==> src/rtl/mem_stage.sv <==
// Memory stage of the RV32I pipeline: drives the req/ack data-memory port,
// stalls upstream while an access is pending and registers the writeback slot.
module mem_stage #(
    parameter int TIMEOUT_CYCLES = 16
) (
    input  logic        clk,
    input  logic        rst_n,
    input  logic        ex_valid,
    input  logic [31:0] ex_alu_result,
    input  logic [31:0] ex_write_data,
    input  logic        ex_mem_read,
    input  logic        ex_mem_write,
    input  logic        ex_reg_write,
    input  logic [4:0]  ex_rd,
    input  logic [2:0]  ex_funct3,
    output logic        stall,
    output logic [31:0] bp_mem,
    output logic [4:0]  mem_rd,
    output logic        mem_reg_write,
    output logic        mem_is_load,
    output logic        dmem_req,
    output logic        dmem_we,
    output logic [31:0] dmem_addr,
    output logic [3:0]  dmem_be,
    output logic [31:0] dmem_wdata,
    input  logic        dmem_ack,
    input  logic [31:0] dmem_rdata,
    output logic        wb_valid,
    output logic        wb_reg_write,
    output logic [4:0]  wb_rd,
    output logic [31:0] wb_data,
    output logic        misalign_err,
    output logic        bus_err
);

    localparam int CNT_W = $clog2(TIMEOUT_CYCLES + 1);

    typedef enum logic {IDLE, WAIT} state_t;

    state_t           state;
    logic [CNT_W-1:0] wait_cnt;
    logic [1:0]       ofs;
    logic             is_half;
    logic             is_word;
    logic             is_mem;
    logic             is_load;
    logic             misaligned;
    logic             access;
    logic             abandon;

    function automatic logic [3:0] byte_enables(input logic [1:0] off, input logic [2:0] f3);
        case (f3[1:0])
            2'b00:   return 4'b0001 << off;
            2'b01:   return off[1] ? 4'b1100 : 4'b0011;
            default: return 4'b1111;
        endcase
    endfunction

    function automatic logic [31:0] store_lanes(input logic [31:0] wd, input logic [2:0] f3);
        case (f3[1:0])
            2'b00:   return {4{wd[7:0]}};
            2'b01:   return {2{wd[15:0]}};
            default: return wd;
        endcase
    endfunction

    // Lane is selected by shifting the word down; halfwords are aligned here.
    function automatic logic [31:0] load_extract(input logic [31:0] word, input logic [1:0] off,
                                                 input logic [2:0] f3);
        logic [31:0] lane;
        lane = word >> {off, 3'b000};
        case (f3)
            3'b000:  return {{24{lane[7]}}, lane[7:0]};
            3'b100:  return {24'b0, lane[7:0]};
            3'b001:  return {{16{lane[15]}}, lane[15:0]};
            3'b101:  return {16'b0, lane[15:0]};
            default: return word;
        endcase
    endfunction

    always_comb begin
        ofs        = ex_alu_result[1:0];
        is_half    = (ex_funct3[1:0] == 2'b01);
        is_word    = ex_funct3[1];
        is_mem     = ex_valid & (ex_mem_read | ex_mem_write);
        is_load    = ex_mem_read & ~ex_mem_write;
        misaligned = is_mem & ((is_half & ofs[0]) | (is_word & (ofs != 2'b00)));
        access     = is_mem & ~misaligned;
        abandon    = (state == WAIT) & ~dmem_ack & (wait_cnt == CNT_W'(TIMEOUT_CYCLES - 1));
    end

    // Request and stall are killed combinationally so reset drops them at once.
    assign stall         = rst_n & access & ~dmem_ack & ~abandon;
    assign dmem_req      = rst_n & (access | (state == WAIT));
    assign dmem_we       = dmem_req & ex_mem_write;
    assign dmem_addr     = {ex_alu_result[31:2], 2'b00};
    assign dmem_be       = byte_enables(ofs, ex_funct3);
    assign dmem_wdata    = store_lanes(ex_write_data, ex_funct3);
    assign bp_mem        = ex_alu_result;
    assign mem_rd        = ex_rd;
    assign mem_reg_write = ex_reg_write & ex_valid;
    assign mem_is_load   = ex_mem_read & ex_valid;

    always_ff @(posedge clk or negedge rst_n) begin
        if (!rst_n) begin
            state        <= IDLE;
            wait_cnt     <= '0;
            bus_err      <= 1'b0;
            misalign_err <= 1'b0;
            wb_valid     <= 1'b0;
            wb_reg_write <= 1'b0;
            wb_rd        <= '0;
            wb_data      <= '0;
        end else begin
            misalign_err <= misaligned;
            if (abandon) bus_err <= 1'b1;

            case (state)
                IDLE: if (access & ~dmem_ack) begin
                    state    <= WAIT;
                    wait_cnt <= CNT_W'(1);
                end
                WAIT: if (dmem_ack | abandon) begin
                    state    <= IDLE;
                    wait_cnt <= '0;
                end else begin
                    wait_cnt <= wait_cnt + CNT_W'(1);
                end
            endcase

            // Stalled cycles emit a bubble; rd/data are left as they were.
            if (stall) begin
                wb_valid     <= 1'b0;
                wb_reg_write <= 1'b0;
            end else begin
                wb_valid     <= ex_valid;
                wb_rd        <= ex_rd;
                wb_reg_write <= ex_valid & ex_reg_write & ~misaligned & ~abandon;
                if (is_load & abandon)
                    wb_data <= '0;
                else if (is_load & access & dmem_ack)
                    wb_data <= load_extract(dmem_rdata, ofs, ex_funct3);
                else
                    wb_data <= ex_alu_result;
            end
        end
    end

endmodule
==> config.mk <==
export PLATFORM = sky130hd
export DESIGN_NAME = mem_stage
export DESIGN_NICKNAME = d
export VERILOG_FILES = /design/src/rtl/mem_stage.sv
export SDC_FILE = /design/constraint.sdc
export NUM_CORES = 1
export LEC_CHECK = 0
export BUFFER_PORTS_ARGS = -buffer_cell sky130_fd_sc_hd__buf_2
export CAP_MARGIN = 20
export CORE_MARGIN = 1.5
export CORE_UTILIZATION = 41
export DETAILED_ROUTE_END_ITERATION = 10
export PLACE_DENSITY = 0.81
export SYNTH_ARGS = -nofsm -noshare
export SYNTH_HDL_FRONTEND = slang
export SYNTH_SLANG_ARGS = --single-unit
==> constraint.sdc <==
create_clock -name clk -period 3.53 [get_ports clk]
set_clock_uncertainty 0.2 [all_clocks]
set_input_delay 0.1765 -clock clk [delete_from_list [all_inputs] [get_ports clk]]
set_output_delay 0.1765 -clock clk [all_outputs]
set_load 0.05 [all_outputs]
==> flow_metrics.tcl, run 1 <==
set metrics [dict create \
    status "complete, but fails checks" \
    violations "negative hold slack" \
    gr-usage-all-layers_pct 24.5 \
    netlist_area_um2 4040 \
    slew_headroom_pct 36.5 \
    drtIter0Drc 242 \
    ys.flop_type "dfrtp_1" \
    cp-end-kind "primary output" \
    endpoint "stall" \
    crit_arrival_ps 2600 \
    cts_root_buf "clkbuf_8" \
    cts_buffers 5 \
    fin_util_pct 53.6 \
    drive_gt1_share_pct 49.1 \
    die_area_um2 10500 \
    hpwl_um 10300 \
    synth.distinct_cells 50 \
    yosys.area.top_type "dfrtp_1" \
    io-pin-count 262 \
    wl_met3_um 899 \
    drv_slew 0 \
    hold_viol_final 2 \
    swShare_pct 43.5 \
    holdBufCountCts 22 \
    p_int_w 0.00110 \
    cts_resized 0 \
    critPathLaunchType "register" \
    synth_top_area_share_pct 29.1 \
    place_congestion 0.812 \
    cts_tree "yes" \
    seq_area_frac_synth_pct 29.1 \
    leakagePower_nw 2.55 \
    grt_max_degree 49 \
    drt_pass1_iterations 5 \
    seqPwrFrac_pct 31.6 \
    whs_ps -3.20 \
    synthMuxAreaShare_pct 10.8 \
    ys.warnings.count 0 \
    setup_tns_ps 0 \
    cts_setup_buffers 0 \
    synth_adder_area_share_pct 0.620 \
    synth_seq_cells 47 \
    top_layer_used "met5" \
    design.core.area_um2 9680 \
    clock_sink_count 47 \
    timing.fmax_ghz 0.336 \
    synth-xor-area-share_pct 0.217 \
    r2r-start "wait_cnt[0]" \
    clk_latency_ps 300 \
    clk_pin_slew_worst_paths_ps 100 \
    grt_first_pass_wirelength_um 19700 \
    antenna_left 0 \
    totalWireLength_um 13400 \
    critical_path_class "reg2out" \
    worst_pin_slew_ps 953 \
    synth_most_common_cell "buf_4" \
    peakVddDrop_mv 0.158 \
    cts_htree_levels 2 \
    nets 768 \
    netlist_instances 466 \
    p_comb_share_pct 43.8 \
    met1Wirelength_um 5030 \
    area_delta_synth_final_pct 28.6 \
    grt-ovfl-total 0 \
    synthArstFlopShare_pct 100 \
    crit_fanout 40 \
    die_y_um 102 \
    dr_wl_met2_um 7020 \
    antenna_found_initial 3 \
    row_count 36 \
    rsz0062_at_grt "no" \
    synth_top_family_by_area "compound AO/OA/AOI/OAI gates" \
    holdCritStartpoint "ex_alu_result[2]" \
    maxCapViolations 0 \
    pwr-share-clk_pct 24.5 \
    synth-simple-area-share_pct 15.4 \
    fin_cells 791 \
    dp_cells 758 \
    startpoint "wait_cnt[0]" \
    synth_common_cells "buf_4, nand2_1, dfrtp_1" \
    die_width_um 102 \
    syn_area_per_cell_um2 8.67 \
    p_switching_w 0.000845 \
    wl_per_cell_um 17.0 \
    reg2reg_to "wb_data[27]" \
    synth-compound-area-share_pct 23.6 \
    synthTopCellsByArea "dfrtp_1, buf_4, o31ai_2" \
    vias 4187 \
    hold_class "in2reg" \
    initial_utilization_pct 41.7 \
    worstPathRequired_ps 3150 \
    cts_buffer_depth 2 \
    viasPerCell 5.29 \
    grt_pass1_vias 3920 \
    r2r_slack_ps 770 \
    period_share_pct 84.4 \
    p_per_area_nw_per_um2 374 \
    power_w 0.00194 \
    drc 0 \
    setup_viol 0 \
    final.min_clock_period_ps 2980 \
    rr_worst_depth 9 \
    port-buffer-count 259 \
    synth_edf_count 0 \
]
==> layer usage <==
metal | GRT usage, % | vias up
met4 | 10.7 | 2
met5 | 0 | -
li1 | - | 1948
met2 | 45.0 | 234
met3 | 3.69 | 38
met1 | 28.0 | 1965
==> final cells by class <==
class,count,area [um2]
inverters,13,48.8
flip-flops and latches,47,1180
clock inverters,2,60.1
fillers,915,4490
well taps,133,166
repair buffers,293,1610
diodes,2,5.00
multi-input cells,295,2060
clock buffers,6,72.6
==> cells in the final DEF (no fill, tap or decap), types with 4 or more instances in the layout <==
cell             n
o21ai_0         11
nand4_1          9
a21oi_1         19
o21bai_1        11
o31ai_2         21
a211oi_1        24
mux2i_1         20
clkbuf_8         5
and2_1           4
o221ai_1         9
mux2_1           5
nor2b_1         11
nand2_1         54
nor2_1          33
dfrtp_1         47
inv_1           13
mux2_2          16
o211ai_1         9
buf_2          259
buf_4           11
dlygate4sd3_1   23
==> worst max-delay path: stages, from the launching register on <==
cell	delay, ps
dfrtp_1	400
ha_1	220
and3_1	190
ha_1	210
nand2_1	90
nand4_1	160
nor3_4	230
buf_4	420
buf_2	350
==> metrics by stage <==
| stage | setup WS (ps) | cell area (um2) |
|---|---|---|
| after floorplan | 960 | 4040 |
| after global placement | 876 | 4830 |
| after detailed placement | 787 | 4830 |
| after CTS | 550 | 5180 |
| after global routing | 388 | 5190 |
| final | 551 | 5190 |
==> kinds of logic (layout without fill, tap and decap cells) <==
| group | after synthesis | after routing |
|---|---|---|
| AO/OA/AOI/OAI | 119 | 119 |
| XOR/XNOR | 1 | 1 |
| adder cells (fa/ha/maj) | 2 | 2 |
| buffers and inverters | 125 | 314 |
| flip-flops | 47 | 47 |
| multiplexers | 41 | 41 |
| other | 1 | 4 |
| AND/OR/NAND/NOR | 130 | 130 |
==> flip-flops by register name (all words and copies together), names as in the netlist <==
register and count:
bus_err 1, wb_valid 1, wait_cnt 5, wb_reg_write 1, wb_data 32, wb_rd 5
misalign_err 1, state 1
==> power by group through the flow <==
stage | Combinational, W | Clock (W) | Sequential (W)
2_1_floorplan | 0.000527 | 0 | 0.000744
3_3_place_gp | 0.000815 | 0 | 0.000623
3_5_place_dp | 0.000828 | 0 | 0.000625
4_1_cts | 0.000849 | 0.000486 | 0.000615
5_1_grt | 0.000898 | 0.000504 | 0.000623
6_report | 0.000853 | 0.000477 | 0.000615
==> worst min-delay path by stage <==
stage,end,cells after the start
4_1_cts,wb_data[2],3
5_1_grt,wb_data[21],3
2_1_floorplan,bus_err,0
3_5_place_dp,state,2
6_report,wb_data[2],3
3_3_place_gp,state,2
Power figures use the tool's default switching activity.
==> run 2: changes to the inputs <==
- ABC_AREA: not set -> 1
- CORE_UTILIZATION: 41 -> 40
- clock period: 3.53 -> 2.4 ns (I/O delays scaled with it)
==> run 2 against run 1 <==
The run still ends with negative hold slack left; final cell count is 28% higher; highest routed layer is now met4; register-to-register slack worse by 530 ps; combinational power is 54% higher; global-route usage is 0.95 points lower; count of clock-buffer cells in the layout is 1 lower; core utilization is 1.1 points lower; largest power group unchanged.
==> flow_metrics.tcl, run 2 <==
set metrics [dict create \
    status "complete, but fails checks" \
    violations "negative hold slack" \
    die_y_um 107 \
    worst_pin_slew_ps 602 \
    crit_arrival_ps 1900 \
    synthArstFlopShare_pct 100 \
    p_comb_share_pct 48.5 \
    slew_headroom_pct 59.9 \
    cts_htree_levels 2 \
    drtIter0Drc 376 \
    worstPathRequired_ps 2080 \
    setup_tns_ps 0 \
    row_count 37 \
    cts_setup_buffers 0 \
    hold_class "in2reg" \
    largest_register_ff_count 32 \
    pwr-share-clk_pct 18.2 \
    worstHoldEndpoint "wb_data[4]" \
    r2r-start "wait_cnt[0]" \
    timing.fmax_ghz 0.450 \
    cts_buffers 5 \
    worstPathCellList "ha_1 > nand2_1 > nor2_1 > ha_1 > nand2_2 > nand2_2 > nor2_2 > inv_2 > nor2_8 > buf_8" \
    final.min_clock_period_ps 2220 \
    synth.distinct_cells 37 \
    synth_edf_count 0 \
    synth-xor-area-share_pct 0.203 \
    grt_pass1_vias 4305 \
    p_switching_w 0.00132 \
    hold_viol_final 1 \
    drt_pass1_iterations 5 \
    synth_most_common_cell "nand2_1" \
    netlist_instances 682 \
    peakVddDrop_mv 0.276 \
    p_int_w 0.00140 \
    leakagePower_nw 3.27 \
    cts_root_buf "clkbuf_8" \
    antenna_found_initial 0 \
    place_congestion 0.922 \
    reg2reg_to "wb_data[8]" \
    dp_cells 980 \
    design.core.area_um2 10400 \
    setup_viol 0 \
    area_delta_synth_final_pct 26.3 \
    synth_common_cells "nand2_1, buf_4, inv_1" \
    ys.warnings.count 0 \
    drc 0 \
    synth-compound-area-share_pct 7.89 \
    critPathLaunchType "register" \
    hpwl_um 10600 \
    wl_per_cell_um 13.6 \
    seqPwrFrac_pct 33.4 \
    syn_area_per_cell_um2 6.32 \
    min_path_cells 4 \
    drv_slew 0 \
    viasPerCell 4.69 \
    cts_buffer_depth 2 \
    netlist_area_um2 4310 \
    crit_fanout 7 \
    r2r_slack_ps 240 \
    cp-end-kind "primary output" \
    holdCritStartpoint "ex_alu_result[4]" \
    clock_sink_count 47 \
    swShare_pct 48.5 \
    antenna_cells 0 \
    initial_utilization_pct 41.6 \
    die_area_um2 11400 \
    synth_top_area_share_pct 27.3 \
    io-pin-count 262 \
    seq_area_frac_synth_pct 27.3 \
    die_width_um 107 \
    clk_latency_ps 300 \
    synth_top_family_by_area "simple AND/OR/NAND/NOR gates" \
    max_stage_delay_ps 410 \
    whs_ps -0.895 \
    vias 4756 \
    port-buffer-count 259 \
    critical_path_class "reg2out" \
    synth_seq_cells 47 \
    rr_worst_depth 14 \
    synth_adder_area_share_pct 0.580 \
    drive_gt1_share_pct 37.2 \
    nets 990 \
    clk_pin_slew_worst_paths_ps 100 \
    cp_slowest_cell "dfrtp_1" \
    yosys.area.top_type "dfrtp_1" \
    top_register "wb_data" \
    synth-simple-area-share_pct 38.4 \
    period_share_pct 92.5 \
    ys.flop_type "dfrtp_1" \
    fin_cells 1014 \
    rsz0062_at_grt "no" \
    synthTopCellsByArea "dfrtp_1, nand2_1, buf_4" \
    cts_tree "yes" \
    final_cell_mix "buf_2, nand2_1, inv_1" \
    final_common_cell "buf_2" \
    maxCapViolations 0 \
    grt_first_pass_wirelength_um 21600 \
    synthMuxAreaShare_pct 0 \
    gr-usage-all-layers_pct 23.5 \
    grt_max_degree 48 \
    p_per_area_nw_per_um2 498 \
    antenna_left 0 \
    grt-ovfl-total 0 \
    totalWireLength_um 13800 \
    largestRegisters "wb_data: 32 flops, wait_cnt: 5 flops, wb_rd: 5 flops" \
]
run 2: changes by cell type in the layout (fill, tap and decap cells not counted), moves of 16 or more:
cell / previous run / this run
nand2_2: 0 / 17
a211oi_1: 24 / 0
o21ai_0: 11 / 29
nand3_1: 2 / 44
mux2_2: 16 / 0
nand2_1: 54 / 249
o31ai_2: 21 / 0
inv_1: 13 / 69
mux2i_1: 20 / 0
run 2: stage by stage:
| stage | total power (W) | setup WS [ps] | hold slack, ps | utilization [%] | instance area, um2 |
|---|---|---|---|---|---|
| after floorplan | 0.00193 | 319 | -376 | - | 4320 |
| after global placement | 0.00218 | 208 | 104 | 49.0 | 5080 |
| after detailed placement | 0.00219 | 148 | 106 | 49.0 | 5080 |
| after CTS | 0.00272 | 22.8 | 0.787 | 52.3 | 5420 |
| after global routing | 0.00285 | 32.5 | 21.9 | 52.5 | 5450 |
| final | 0.00271 | 179 | -0.895 | 52.5 | 5450 |
run 2: critical path: cells and delay by family, from the launching register on:
| family | cells | cell delay (ps) |
|---|---|---|
| flops | 1 | 410 |
| buf+inv | 2 | 240 |
| simple gates | 6 | 560 |
| fa+ha+maj | 2 | 400 |
run 2: worst max path at each step:
stage / end / slack, ps / start
finish: stall / 180 / wait_cnt[0]
global route: wb_data[16] / 30 / wait_cnt[0]
CTS: stall / 20 / wait_cnt[0]
detailed placement: wb_data[14] / 150 / wait_cnt[0]
global placement: wb_data[9] / 210 / wait_cnt[0]
floorplan: dmem_wdata[10] / 320 / ex_funct3[1]
run 2: power by group through the flow:
stage / Sequential [W] / Clock, W / Combinational (W)
CTS: 0.000904 / 0.000502 / 0.00131
detailed placement: 0.000918 / 0 / 0.00128
global route: 0.000914 / 0.000537 / 0.00140
finish: 0.000905 / 0.000493 / 0.00131
global placement: 0.000920 / 0 / 0.00126
floorplan: 0.00111 / 0 / 0.000818
run 2: cell type report:
cell class	instances	area, um2
fillers	1073	4920
multi-input cells	444	2050
clock inverters	3	18.8
inverters	86	335
repair buffers	293	1630
flip-flops and latches	47	1180
well taps	136	170
clock buffers	5	68.8
run 2: what timing repair did:
item	in CTS	in global routing
hold buffers	26	0
endpoints found under the setup margin	0	27
hold endpoints to repair	71	0
gates resized for setup	0	6
run 2: cells by family after synthesis:
logic type / after synthesis
AO/OA/AOI/OAI: 62
XOR/XNOR: 1
adder cells (fa/ha/maj): 2
buffers and inverters: 192
flip-flops: 47
other: 1
AND/OR/NAND/NOR: 377
run 2: layer usage:
layer,vias to the layer above,part of all wire [%],track usage [%]
met2,225,48,39.7
met1,2124,44,31.9
li1,2396,-,-
met3,11,7.2,4.44
met4,0,0.49,3.62
met5,-,0,0
